===== src/rtl/dma_periph_flow_if.sv =====
// ============================================================================
// dma_periph_flow_if
//
// Peripheral-side end of the DMA flow-control interface for a byte-stream
// peripheral (UART/SPI class). It holds two byte FIFOs:
//   - TX: the DMA writes up to four byte lanes per strobe and the peripheral
//     drains one byte per handshake.
//   - RX: the peripheral pushes one byte per handshake and the DMA pops
//     either one byte or one little-endian word per read.
// It also produces the slot_av / data_av / word_av lines for one flow-mux
// input set. All flow lines come from registered counts only, so a push or
// pop shows up on them one cycle later.
//
// Optional feature (compile-time macro DMA_FLOW_RXTIMEOUT_EN):
//   When defined, data_av only reports a partial RX word (1..3 bytes) after
//   the RX FIFO has been idle for TIMEOUT cycles. When undefined, data_av is
//   simply "RX FIFO not empty" and no idle counter exists.
//
// Parameters
//   TX_DEPTH  TX FIFO depth in bytes (power of 2, >= 4)
//   RX_DEPTH  RX FIFO depth in bytes (power of 2, >= 4)
//   TIMEOUT   idle cycles before a partial RX word raises data_av
//
// Ports
//   hclk, n_hreset            clock, asynchronous active-low reset
//   dma_wr/dma_wdata/dma_wbyte DMA write strobe, data, byte-lane enables
//   dma_rd/dma_rd_word        DMA read strobe, 1 = word pop, 0 = byte pop
//   dma_rdata                 registered read data
//   slot_av                   TX FIFO has at least 4 free bytes
//   data_av                   RX data available for the DMA
//   word_av                   RX FIFO holds at least 4 bytes
//   per_tx_data/valid/ready   TX byte stream towards the peripheral
//   per_rx_data/valid/ready   RX byte stream from the peripheral
//   flag_clr                  clears the sticky error flags
//   tx_ovf                    sticky: DMA write while slot_av was low
//   rx_unf                    sticky: DMA read while the RX FIFO was short
// ============================================================================
module dma_periph_flow_if #(
  parameter int TX_DEPTH = 16,
  parameter int RX_DEPTH = 16,
  parameter int TIMEOUT  = 32
) (
  input  logic        hclk,
  input  logic        n_hreset,
  input  logic        dma_wr,
  input  logic [31:0] dma_wdata,
  input  logic [3:0]  dma_wbyte,
  input  logic        dma_rd,
  input  logic        dma_rd_word,
  output logic [31:0] dma_rdata,
  output logic        slot_av,
  output logic        data_av,
  output logic        word_av,
  output logic [7:0]  per_tx_data,
  output logic        per_tx_valid,
  input  logic        per_tx_ready,
  input  logic [7:0]  per_rx_data,
  input  logic        per_rx_valid,
  output logic        per_rx_ready,
  input  logic        flag_clr,
  output logic        tx_ovf,
  output logic        rx_unf
);

  localparam int TAW = $clog2(TX_DEPTH);
  localparam int RAW = $clog2(RX_DEPTH);

  // slot_av means free >= 4, i.e. count <= depth-4
  localparam logic [TAW:0] TX_FREE_MAX = (TAW+1)'(TX_DEPTH - 4);
  localparam logic [RAW:0] RX_FULL     = (RAW+1)'(RX_DEPTH);
  localparam logic [RAW:0] RX_WORD     = (RAW+1)'(4);

  // --------------------------------------------------------------------------
  // TX FIFO
  // --------------------------------------------------------------------------
  logic [7:0]     tx_mem [TX_DEPTH];
  logic [TAW-1:0] tx_wr_ptr_reg;
  logic [TAW-1:0] tx_rd_ptr_reg;
  logic [TAW:0]   tx_count_reg;
  logic [TAW:0]   tx_count_next;
  logic           tx_push;
  logic           tx_pop;
  logic [2:0]     tx_push_n;
  logic [2:0]     lane_off [4];
  logic           tx_ovf_reg;

  assign slot_av      = (tx_count_reg <= TX_FREE_MAX);
  assign per_tx_valid = (tx_count_reg != '0);
  assign per_tx_data  = tx_mem[tx_rd_ptr_reg];

  // Capacity is judged on the start-of-cycle count; slot_av guarantees room
  // for a full word even if nothing drains this cycle.
  assign tx_push   = dma_wr & slot_av;
  assign tx_pop    = per_tx_valid & per_tx_ready;
  assign tx_push_n = 3'($countones(dma_wbyte));

  // Enabled lanes are packed: each lane lands at an offset equal to the
  // number of enabled lanes below it, so bytes stay in ascending lane order.
  generate
    for (genvar gi = 0; gi < 4; gi++) begin : g_lane_off
      if (gi == 0) begin : g_first
        assign lane_off[gi] = 3'd0;
      end else begin : g_rest
        assign lane_off[gi] = 3'($countones(dma_wbyte[gi-1:0]));
      end
    end
  endgenerate

  always_comb begin
    tx_count_next = tx_count_reg;
    if (tx_push) tx_count_next = tx_count_next + (TAW+1)'(tx_push_n);
    if (tx_pop)  tx_count_next = tx_count_next - (TAW+1)'(1);
  end

  always_ff @(posedge hclk or negedge n_hreset) begin
    if (!n_hreset) begin
      tx_wr_ptr_reg <= '0;
      tx_rd_ptr_reg <= '0;
      tx_count_reg  <= '0;
      tx_ovf_reg    <= 1'b0;
    end else begin
      if (tx_push) tx_wr_ptr_reg <= tx_wr_ptr_reg + TAW'(tx_push_n);
      if (tx_pop)  tx_rd_ptr_reg <= tx_rd_ptr_reg + TAW'(1);
      tx_count_reg <= tx_count_next;
      // set wins over clear
      tx_ovf_reg   <= (dma_wr & ~slot_av) | (tx_ovf_reg & ~flag_clr);
    end
  end

  // Storage needs no reset: pointers and counts define what is valid.
  always_ff @(posedge hclk) begin
    if (tx_push) begin
      for (int i = 0; i < 4; i++) begin
        if (dma_wbyte[i]) tx_mem[tx_wr_ptr_reg + TAW'(lane_off[i])] <= dma_wdata[8*i +: 8];
      end
    end
  end

  assign tx_ovf = tx_ovf_reg;

  // --------------------------------------------------------------------------
  // RX FIFO
  // --------------------------------------------------------------------------
  logic [7:0]     rx_mem [RX_DEPTH];
  logic [RAW-1:0] rx_wr_ptr_reg;
  logic [RAW-1:0] rx_rd_ptr_reg;
  logic [RAW:0]   rx_count_reg;
  logic [RAW:0]   rx_count_next;
  logic           rx_push;
  logic           rx_rd_ok;
  logic [2:0]     rx_pop_n;
  logic [7:0]     rx_byte [4];
  logic [31:0]    rx_rdata_next;
  logic [31:0]    dma_rdata_reg;
  logic           rx_unf_reg;

  assign per_rx_ready = (rx_count_reg != RX_FULL);
  assign word_av      = (rx_count_reg >= RX_WORD);

  // A held-off byte simply stays on per_rx_data until per_rx_ready returns.
  assign rx_push  = per_rx_valid & per_rx_ready;
  assign rx_rd_ok = dma_rd & (dma_rd_word ? word_av : (rx_count_reg != '0));
  assign rx_pop_n = !rx_rd_ok ? 3'd0 : (dma_rd_word ? 3'd4 : 3'd1);

  // The four oldest bytes, read relative to the (wrapping) read pointer.
  generate
    for (genvar gi = 0; gi < 4; gi++) begin : g_rx_peek
      assign rx_byte[gi] = rx_mem[rx_rd_ptr_reg + RAW'(gi)];
    end
  endgenerate

  always_comb begin
    rx_rdata_next = '0;
    if (rx_rd_ok) begin
      if (dma_rd_word) rx_rdata_next = {rx_byte[3], rx_byte[2], rx_byte[1], rx_byte[0]};
      else             rx_rdata_next = {24'd0, rx_byte[0]};
    end
  end

  always_comb begin
    rx_count_next = rx_count_reg + (RAW+1)'(rx_push) - (RAW+1)'(rx_pop_n);
  end

  always_ff @(posedge hclk or negedge n_hreset) begin
    if (!n_hreset) begin
      rx_wr_ptr_reg <= '0;
      rx_rd_ptr_reg <= '0;
      rx_count_reg  <= '0;
      dma_rdata_reg <= '0;
      rx_unf_reg    <= 1'b0;
    end else begin
      if (rx_push) rx_wr_ptr_reg <= rx_wr_ptr_reg + RAW'(1);
      rx_rd_ptr_reg <= rx_rd_ptr_reg + RAW'(rx_pop_n);
      rx_count_reg  <= rx_count_next;
      // A short read returns zero; between reads the last value is held.
      if (dma_rd) dma_rdata_reg <= rx_rdata_next;
      rx_unf_reg    <= (dma_rd & ~rx_rd_ok) | (rx_unf_reg & ~flag_clr);
    end
  end

  always_ff @(posedge hclk) begin
    if (rx_push) rx_mem[rx_wr_ptr_reg] <= per_rx_data;
  end

  assign dma_rdata = dma_rdata_reg;
  assign rx_unf    = rx_unf_reg;

  // --------------------------------------------------------------------------
  // data_av
  // --------------------------------------------------------------------------
`ifdef DMA_FLOW_RXTIMEOUT_EN
  localparam int IW = $clog2(TIMEOUT + 1);
  localparam logic [IW-1:0] IDLE_MAX = IW'(TIMEOUT);

  logic [IW-1:0] idle_reg;
  logic          rx_partial;

  assign rx_partial = (rx_count_reg != '0) & ~word_av;

  // Counts quiet cycles while a partial word sits in the FIFO; any RX
  // activity restarts the wait.
  always_ff @(posedge hclk or negedge n_hreset) begin
    if (!n_hreset) begin
      idle_reg <= '0;
    end else if (rx_push | rx_rd_ok) begin
      idle_reg <= '0;
    end else if (rx_partial) begin
      if (idle_reg != IDLE_MAX) idle_reg <= idle_reg + IW'(1);
    end else begin
      idle_reg <= '0;
    end
  end

  assign data_av = word_av | ((rx_count_reg != '0) & (idle_reg == IDLE_MAX));
`else
  assign data_av = (rx_count_reg != '0);
`endif

endmodule


===== config.mk =====
export PLATFORM = sky130hd
export DESIGN_NAME = dma_periph_flow_if
export DESIGN_NICKNAME = d
export VERILOG_FILES = /design/src/rtl/dma_periph_flow_if.sv
export SDC_FILE = /design/constraint.sdc
export NUM_CORES = 1
export LEC_CHECK = 0
export CORE_MARGIN = 3
export CORE_UTILIZATION = 65
export CTS_CLUSTER_DIAMETER = 150
export CTS_CLUSTER_SIZE = 24
export DETAILED_ROUTE_END_ITERATION = 16
export GPL_TIMING_DRIVEN = 1
export HOLD_SLACK_MARGIN = 0.15
export PLACE_DENSITY = 0.85
export SYNTH_ARGS = -nofsm -noshare
export SYNTH_HDL_FRONTEND = slang
export SYNTH_SLANG_ARGS = --single-unit

===== constraint.sdc =====
create_clock -name hclk -period 6.4 [get_ports hclk]
set_input_delay 1.28 -clock hclk [delete_from_list [all_inputs] [get_ports hclk]]
set_output_delay 1.28 -clock hclk [all_outputs]
set_load 0.02 [all_outputs]

### Yosys cells after proc, flatten, opt, wreduce, memory -nomap -nowiden

Memories as Yosys holds them, arrays and structs flattened.
Cells that the tools add are included.

| storage, ports and cells | value |
|---|---|
| flip-flop bits (word level) | 60 |
| bits of input ports | 52 |
| memories | 2 |
| logic and storage cells | 68 |
| memory bits (writable) | 256 |

| cells by class | value |
|---|---|
| $add $sub $neg | 18 |
| magnitude comparators | 2 |
| bitwise operators | 13 |
| equality and inequality tests | 1 |
| reduce and logical (&&, ||, !) cells | 2 |
| muxes and demuxes | 21 |

Memories:

| name | depth | width | rd ports | clocked after Yosys merged registers in | write ports | line | text |
|---|---|---|---|---|---|---|---|
| rx_mem | 16 | 8 | 4 | 0 | 1 | 144 | `logic [7:0] rx_mem [RX_DEPTH];` |
| tx_mem | 16 | 8 | 1 | 0 | 4 | 76 | `logic [7:0] tx_mem [TX_DEPTH];` |

Operator list:

| kind | count |
|---|---|
| $mux W32 | 2 |
| $mux W1 | 15 |
| $add A4 B1 Y4 const B | 3 |
| $add A4 B3 Y4 | 3 |
| $mux W5 | 2 |
| $reduce_bool A5 Y1 | 2 |
| $add A4 B2 Y4 const B | 2 |
| $and A1 B1 Y1 | 8 |
| $mux W3 | 2 |
| $add A5 B1 Y5 | 1 |
| $add A5 B3 Y5 | 1 |
| $ge A5 B3 Y1 const B | 1 |
| $le A5 B4 Y1 const B | 1 |
| $ne A5 B5 Y1 const B | 1 |
| $sub A5 B1 Y5 const B | 1 |
| $sub A5 B3 Y5 | 1 |
| $add A1 B1 Y2 | 2 |
| $add A4 B1 Y4 | 1 |
| $add A4 B2 Y4 | 1 |
| $add A2 B1 Y3 | 1 |
| $add A3 B2 Y3 | 1 |
| $not A1 Y1 | 3 |
| $or A1 B1 Y1 | 2 |

### Logic depth before layout (Yosys ltp)

Gate-level depths: netlist of run 1.

| depth | value |
|---|---|
| word-level depth | 6 |
| depth in mapped cells | 13 |
| gate-level depth less buffers | 13 |

### Worst setup path before layout of run 1

Ideal clock, no wire load.

| timing path | value |
|---|---|
| path type | input-to-reg |
| start | input dma_wbyte[0] |
| end | memory tx_mem[8][0], enable pin |
| library setup time | 0.376 ns |
| buffers on the path | 2 |
| required time | 6.024 ns |
| setup slack | 2.101 ns |
| stages on the path | 10 |
| arrival | 3.923 ns |
| cell sequence | ha_1 -> inv_1 -> fa_1 -> fa_1 -> or4b_1 -> buf_2 -> a21o_4 -> and2_4 -> buf_6 -> o211ai_1 |

RTL lines:

| element | line | text |
|---|---|---|
| start: declaration | 47 | `input logic [3:0] dma_wbyte,` |
| end: declaration | 76 |  |

==> out/qor.yml, run 1 <==
logic_synthesis:
  yosys_warnings: 0
  yosysMostFrequentCell: "edfxtp_1"
  postSynth.asyncResetShare_pct: 18.99
  synth_seq_cells: 316
  synth-simple-area-share_pct: 8.570
  synthXorXnorAreaFrac_pct: 1.113
  synthCells: 1641
  synth_top_family_by_area: "multiplexers"
  yosys.area.top_type: "edfxtp_1"
  synth_area_leaders: "edfxtp_1 (38%), mux4_2 (18%), dfrtp_1 (7.3%)"
  synth-main-ff-cell: "edfxtp_1"
  syn_area_sq_um: 20450
  synthAdderAreaFrac_pct: 2.582
  syn_area_per_cell_sq_um: 12.46
  synth_compound_area_share_pct: 16.57
  synth_cell_types: 74
  synth_seq_area_share_pct: 44.93
  synthMuxAreaShare_pct: 22.37
  synth_top_cell_area_share_pct: 37.58
  netlist_top_cells_count: "edfxtp_1 (256), mux4_2 (168), a221oi_1 (112)"
  synth_edf_count: 256
  syn_nets: 1731
floorplanning:
  fp.dieW_um: 183.4
  initial_core_util_pct: 66.34
  ios: 99
  core_sq_um: 30830
  die_area_sq_um: 33630
  rows: 64
  die_h_um: 183.4
detailed_routing:
  routedWlPerCell_um: 36.45
  drt-total-wl_um: 74400
  first_pass_iters: 9
  vias: 17060
  drc: 0
  vias_per_cell: 8.360
  route.antenna.remaining_nets: 0
  drt_iter0_drc: 3235
global_route:
  grt_remaining_overflow: 0
  grt_max_degree: 68
  grt_pass1_vias: 16140
  globalRouteTotalUtil_pct: 43.99
  grt_pass1_wl_um: 107400
  antenna_found_initial: 2
final_layout:
  utilization_pct: 71.42
  final_area_sq_um: 22020
  seqCellArea_sq_um: 9198
  final_nets: 1724
  area_growth_pct: 7.659
  drive_gt1_share_pct: 16.48
  fill_cells: 2029
  multi_input_area_sq_um: 10510
setup_path:
  path_class: "in2reg"
  worstSetupStartpointType: "input pin"
  reg2reg_from: "tx_wr_ptr_reg[0]$_DFFE_PN0P_"
  reg2reg_depth: 8
  worstReg2RegEnd: "tx_mem[9][3]$_DFFE_PP_"
  crit_path_end_kind: "flop"
  cp_max_fo: 7
  path_cells: "clkdlybuf4s50_1 -> ha_1 -> ha_1 -> fa_1 -> nand3_1 -> nor3_1 -> o21ai_0 -> o21ai_0 -> o22ai_1"
  reg2reg_slack_ns: 2.46
  slowest_stage: "nor3_1"
  cp.arrival_ns: 5.23
  cpPeakStageDelay_ns: 0.94
  required_ns: 6.66
sta:
  min_period_ns: 4.968
  finalCritPeriodShare_pct: 77.63
  worstMarginPinSlew_ns: 1.385
  fmax_mhz: 201.3
  rsz0062_at_grt: "false"
  tns_ns: 0
  drv_slew: 0
  relSlewSlack_pct: 7.300
  clock_skew_ns: 0.01287
  finalHoldViolations: 0
  finalSetupViolCount: 0
power_and_ir_drop:
  p_comb_share_pct: 56.0
  seqPwrFrac_pct: 31.9
  p_switching_w: 0.004186
  ir_drop_v: 0.0002666
  pwr-share-clk_pct: 12.2
  leakagePower_nw: 7.415
  cell_internal_pwr_w: 0.005635
  sw_frac_of_total_pct: 42.62
  power_density_nw_per_um2: 446.0
hold_path:
  min_to: "dma_rdata[5]$_DFFE_PN0P_"
  min_path_type: "reg2reg"
  min_path_cells: 1
  hp-start: "dma_rdata[5]$_DFFE_PN0P_"
placement:
  globalplace.congestion: 1.107
  dpl_cell_area_sq_um: 21530
  dpl.hpwl_um: 51030
  portBuffers: 98
clock_tree:
  post_cts_buffers: 0
  cts_buffer_depth: 3
  cts-root-buf: "clkbuf_16"
  cts_tree: "built"
  numCtsBuffers: 17
  post_cts_resized: 0
  clk_pin_slew_ns: 0.10
  clkLatencyLatePin_ns: 0.52
  cts_hold_buffers: 0
  clock-sinks: 316
  htreeDepth: 1
run:
  maxCapViolations: 0
status:
  status: "completed"
## power by group through the flow
stage / clock network [W] / logic (W) / registers [W]
finish: 0.00119 / 0.00550 / 0.00313
global route: 0.00125 / 0.00574 / 0.00318
CTS: 0.00119 / 0.00537 / 0.00312
detailed placement: 0 / 0.00532 / 0.00315
global placement: 0 / 0.00516 / 0.00311
floorplan: 0 / 0.00396 / 0.00291
## cells by family (layout without fill, tap and decap cells)
family	after synthesis	count (layout)
DFF	316	316
and+or+nand+nor	364	364
xor gates and xnor gates	26	26
other	0	1
adders and majority gates	38	38
muxes	245	245
buffers and inverters	188	191
AOI/OAI and AO/OA	464	464
## worst max path at each step
| stage | slack [ns] | cells past startpoint | endpoint | startpoint |
|---|---|---|---|---|
| 6_report | 1.43 | 9 | tx_mem[11][0]$_DFFE_PP_ | dma_wbyte[0] |
| 5_1_grt | 1.30 | 10 | tx_mem[1][4]$_DFFE_PP_ | dma_wbyte[0] |
| 4_1_cts | 1.56 | 3 | per_tx_data[3] | tx_rd_ptr_reg[0]$_DFFE_PN0P_ |
| 3_5_place_dp | 1.04 | 10 | tx_mem[9][5]$_DFFE_PP_ | dma_wbyte[0] |
| 3_3_place_gp | 1.10 | 10 | tx_mem[9][3]$_DFFE_PP_ | dma_wbyte[0] |
| 2_1_floorplan | 2.10 | 10 | tx_mem[8][0]$_DFFE_PP_ | dma_wbyte[0] |
## layout by cell type (no fill, tap or decap), types with 34 or more instances in the layout
cell             synthesis  final
a21oi_1                 34     34
a221oi_1               112    112
and2_1                  36     36
clkdlybuf4s50_1          0     97
dfrtp_1                 60     57
edfxtp_1               256    256
mux2i_1                 60     60
mux4_2                 168    168
nand2_1                 97     97
nor2_1                 104    104
nor3_1                  35     35
o21ai_0                 61     61
o22ai_1                 63     63
o31ai_1                 55     55
## layer usage
layer	track usage, %	wire [um]
met1	52.45	23030
met2	69.47	33620
met4	31.14	7519
met5	0	29
met3	12.42	10200
## worst max-delay path: cells and delay by family
family                     cells  cell delay [ns]
and+or+nand+nor                2             1.04
adders and majority gates      3             1.14
buffers and inverters          1             0.49
AOI/OAI and AO/OA              3             1.26
## final cells by class
| class | count | share of cell area, % |
|---|---|---|
| Timing Repair Buffer | 127 | 5.421 |
| Clock buffer | 27 | 2.102 |
| Tap cell | 396 | 2.250 |
| Inverter | 35 | 0.5966 |
| Antenna cell | 1 | 0.01136 |
| Sequential cell | 316 | 41.77 |
| Multi-Input combinational cell | 1137 | 47.75 |
| Clock inverter | 2 | 0.1023 |
## metrics by stage
stage	hold slack [ns]	power (W)	setup slack [ns]	cells
3_5_place_dp	0.4734	0.008477	1.043	2011
6_report	0.4936	0.009821	1.432	2041
2_1_floorplan	0.4788	0.006876	2.101	1641
5_1_grt	0.5172	0.01018	1.305	2041
4_1_cts	0.4976	0.009677	1.560	2040
3_3_place_gp	0.4648	0.008273	1.101	2011
Power figures use the tool's default switching activity.
==> run 2: changes to the inputs <==
- CORE_UTILIZATION: 65 -> 56
- PLACE_DENSITY: 0.85 -> 0.78
- clock period: 6.4 -> 4.55 ns (I/O delays scaled with it)
==> out/qor.yml, run 2 (synthesis gave the netlist of run 1 again) <==
detailed_routing:
  first_pass_iters: 9
  route.antenna.remaining_nets: 0
  drc: 0
  drt_iter0_drc: 2445
  routedWlPerCell_um: 32.61
  vias_per_cell: 7.663
  drt-total-wl_um: 71090
  vias: 16710
placement:
  dpl.hpwl_um: 50190
  globalplace.congestion: 1.041
  portBuffers: 98
setup_path:
  crit_path_end_kind: "flop"
  reg2reg_from: "tx_wr_ptr_reg[0]$_DFFE_PN0P_"
  required_ns: 4.79
  cp-startpoint: "dma_wbyte[1]"
  reg2reg_depth: 7
  critPathCapture: "tx_mem[2][2]$_DFFE_PP_"
  worstReg2RegEnd: "tx_mem[2][2]$_DFFE_PP_"
  path_class: "in2reg"
  reg2reg_slack_ns: 1.17
  cp_max_fo: 17
  worstSetupStartpointType: "input pin"
  cp.arrival_ns: 4.22
clock_tree:
  cts_tree: "built"
  numCtsBuffers: 17
  post_cts_resized: 0
  clk_pin_slew_ns: 0.09
  htreeDepth: 1
  cts-root-buf: "clkbuf_16"
  cts_hold_buffers: 0
  cts_buffer_depth: 3
  clock-sinks: 316
  clkLatencyLatePin_ns: 0.53
  post_cts_buffers: 0
sta:
  tns_ns: 0
  drv_slew: 0
  fmax_mhz: 250.8
  finalHoldViolations: 0
  clock_skew_ns: 0.01553
  rsz0062_at_grt: "false"
  min_period_ns: 3.987
  relSlewSlack_pct: 18.03
  finalCritPeriodShare_pct: 87.63
  finalSetupViolCount: 0
  worstMarginPinSlew_ns: 1.226
final_layout:
  final_nets: 1798
  layout_commonest_cell: "edfxtp_1"
  final_cell_mix: "edfxtp_1 (256), mux4_2 (168), a221oi_1 (112)"
  drive_gt1_share_pct: 20.08
  area_growth_pct: 10.85
floorplanning:
  ios: 99
  initial_core_util_pct: 57.23
  die_h_um: 197.1
  fp.dieW_um: 197.1
  rows: 69
  core_sq_um: 35740
  die_area_sq_um: 38850
hold_path:
  min_path_type: "in2async"
power_and_ir_drop:
  ir_drop_v: 0.0006650
  fin_total_pwr_w: 0.01375
  power_density_nw_per_um2: 606.6
  leakagePower_nw: 7.791
global_route:
  globalRouteTotalUtil_pct: 36.59
  grt_pass1_vias: 16180
  grt_pass1_wl_um: 104700
  antenna_found_initial: 2
  grt_remaining_overflow: 0
  grt_max_degree: 133
status:
  status: "completed"
run:
  maxCapViolations: 0
-- run 2: changes by cell type in the layout (fill, tap and decap cells not counted) --
| cell | change |
|---|---|
| inv_8 | -2 |
| xor2_4 | -1 |
| buf_12 | +3 |
| buf_4 | +70 |
| xor2_2 | +1 |
| inv_12 | +1 |
| clkinv_4 | +1 |
| buf_2 | +1 |
| xnor2_4 | -1 |
| xnor2_2 | +1 |
-- run 2: worst max-delay path: stages --
cell	delay, ns
clkdlybuf4s50_1	0.46
ha_1	0.33
inv_1	0.08
fa_1	0.42
fa_1	0.52
or4_1	0.76
a21o_1	0.40
nand4_1	0.17
buf_4	0.18
-- run 2: worst min-delay path by stage --
stage	startpoint	to	depth (start not counted)
final	n_hreset	dma_rdata[29]$_DFFE_PN0P_	1
after global routing	n_hreset	dma_rdata[29]$_DFFE_PN0P_	1
after CTS	n_hreset	dma_rdata[29]$_DFFE_PN0P_	1
after detailed placement	dma_rdata[10]$_DFFE_PN0P_	dma_rdata[10]$_DFFE_PN0P_	1
after global placement	dma_rdata[25]$_DFFE_PN0P_	dma_rdata[25]$_DFFE_PN0P_	1
after floorplan	rx_count_reg[0]$_DFF_PN0_	rx_count_reg[0]$_DFF_PN0_	1
-- run 2: through the flow --
stage	instances	utilization [%]	worst slack [ns]	hold WS, ns	cell area, sq um
after floorplan	1641	-	0.6206	0.4788	20450
after global placement	2149	62.05	0.1207	0.4632	22180
after detailed placement	2149	62.05	0.08013	0.4734	22180
after CTS	2178	63.41	0.6107	0.4000	22660
after global routing	2179	63.43	0.4181	0.4402	22670
final	2180	63.43	0.5629	0.3880	22670
-- run 2: layer usage --
metal	track usage (%)	up-vias	share of wire (%)
met4	24.05	2	8.9
met5	0	-	0.015
met2	58.67	1390	46
met1	44.73	8136	33
met3	8.733	368	12
li1	-	6810	-
-- run 2: power by group --
group | internal [W] | switching (W)
Clock | 0.000721 | 0.000964
Combinational | 0.00361 | 0.00420
Sequential | 0.00371 | 0.000556
Total | 0.00803 | 0.00572
-- run 2: layout make-up --
class                      count  area, sq um
timing repair buffer         201         1784
inverter                      35        131.4
clock inverter                 2        25.02
fill                        2674        13070
tap                          461        576.8
clock buffer                  27        462.9
multi-input combinational   1137        10490
sequential                   316         9198
antenna                        1        2.502
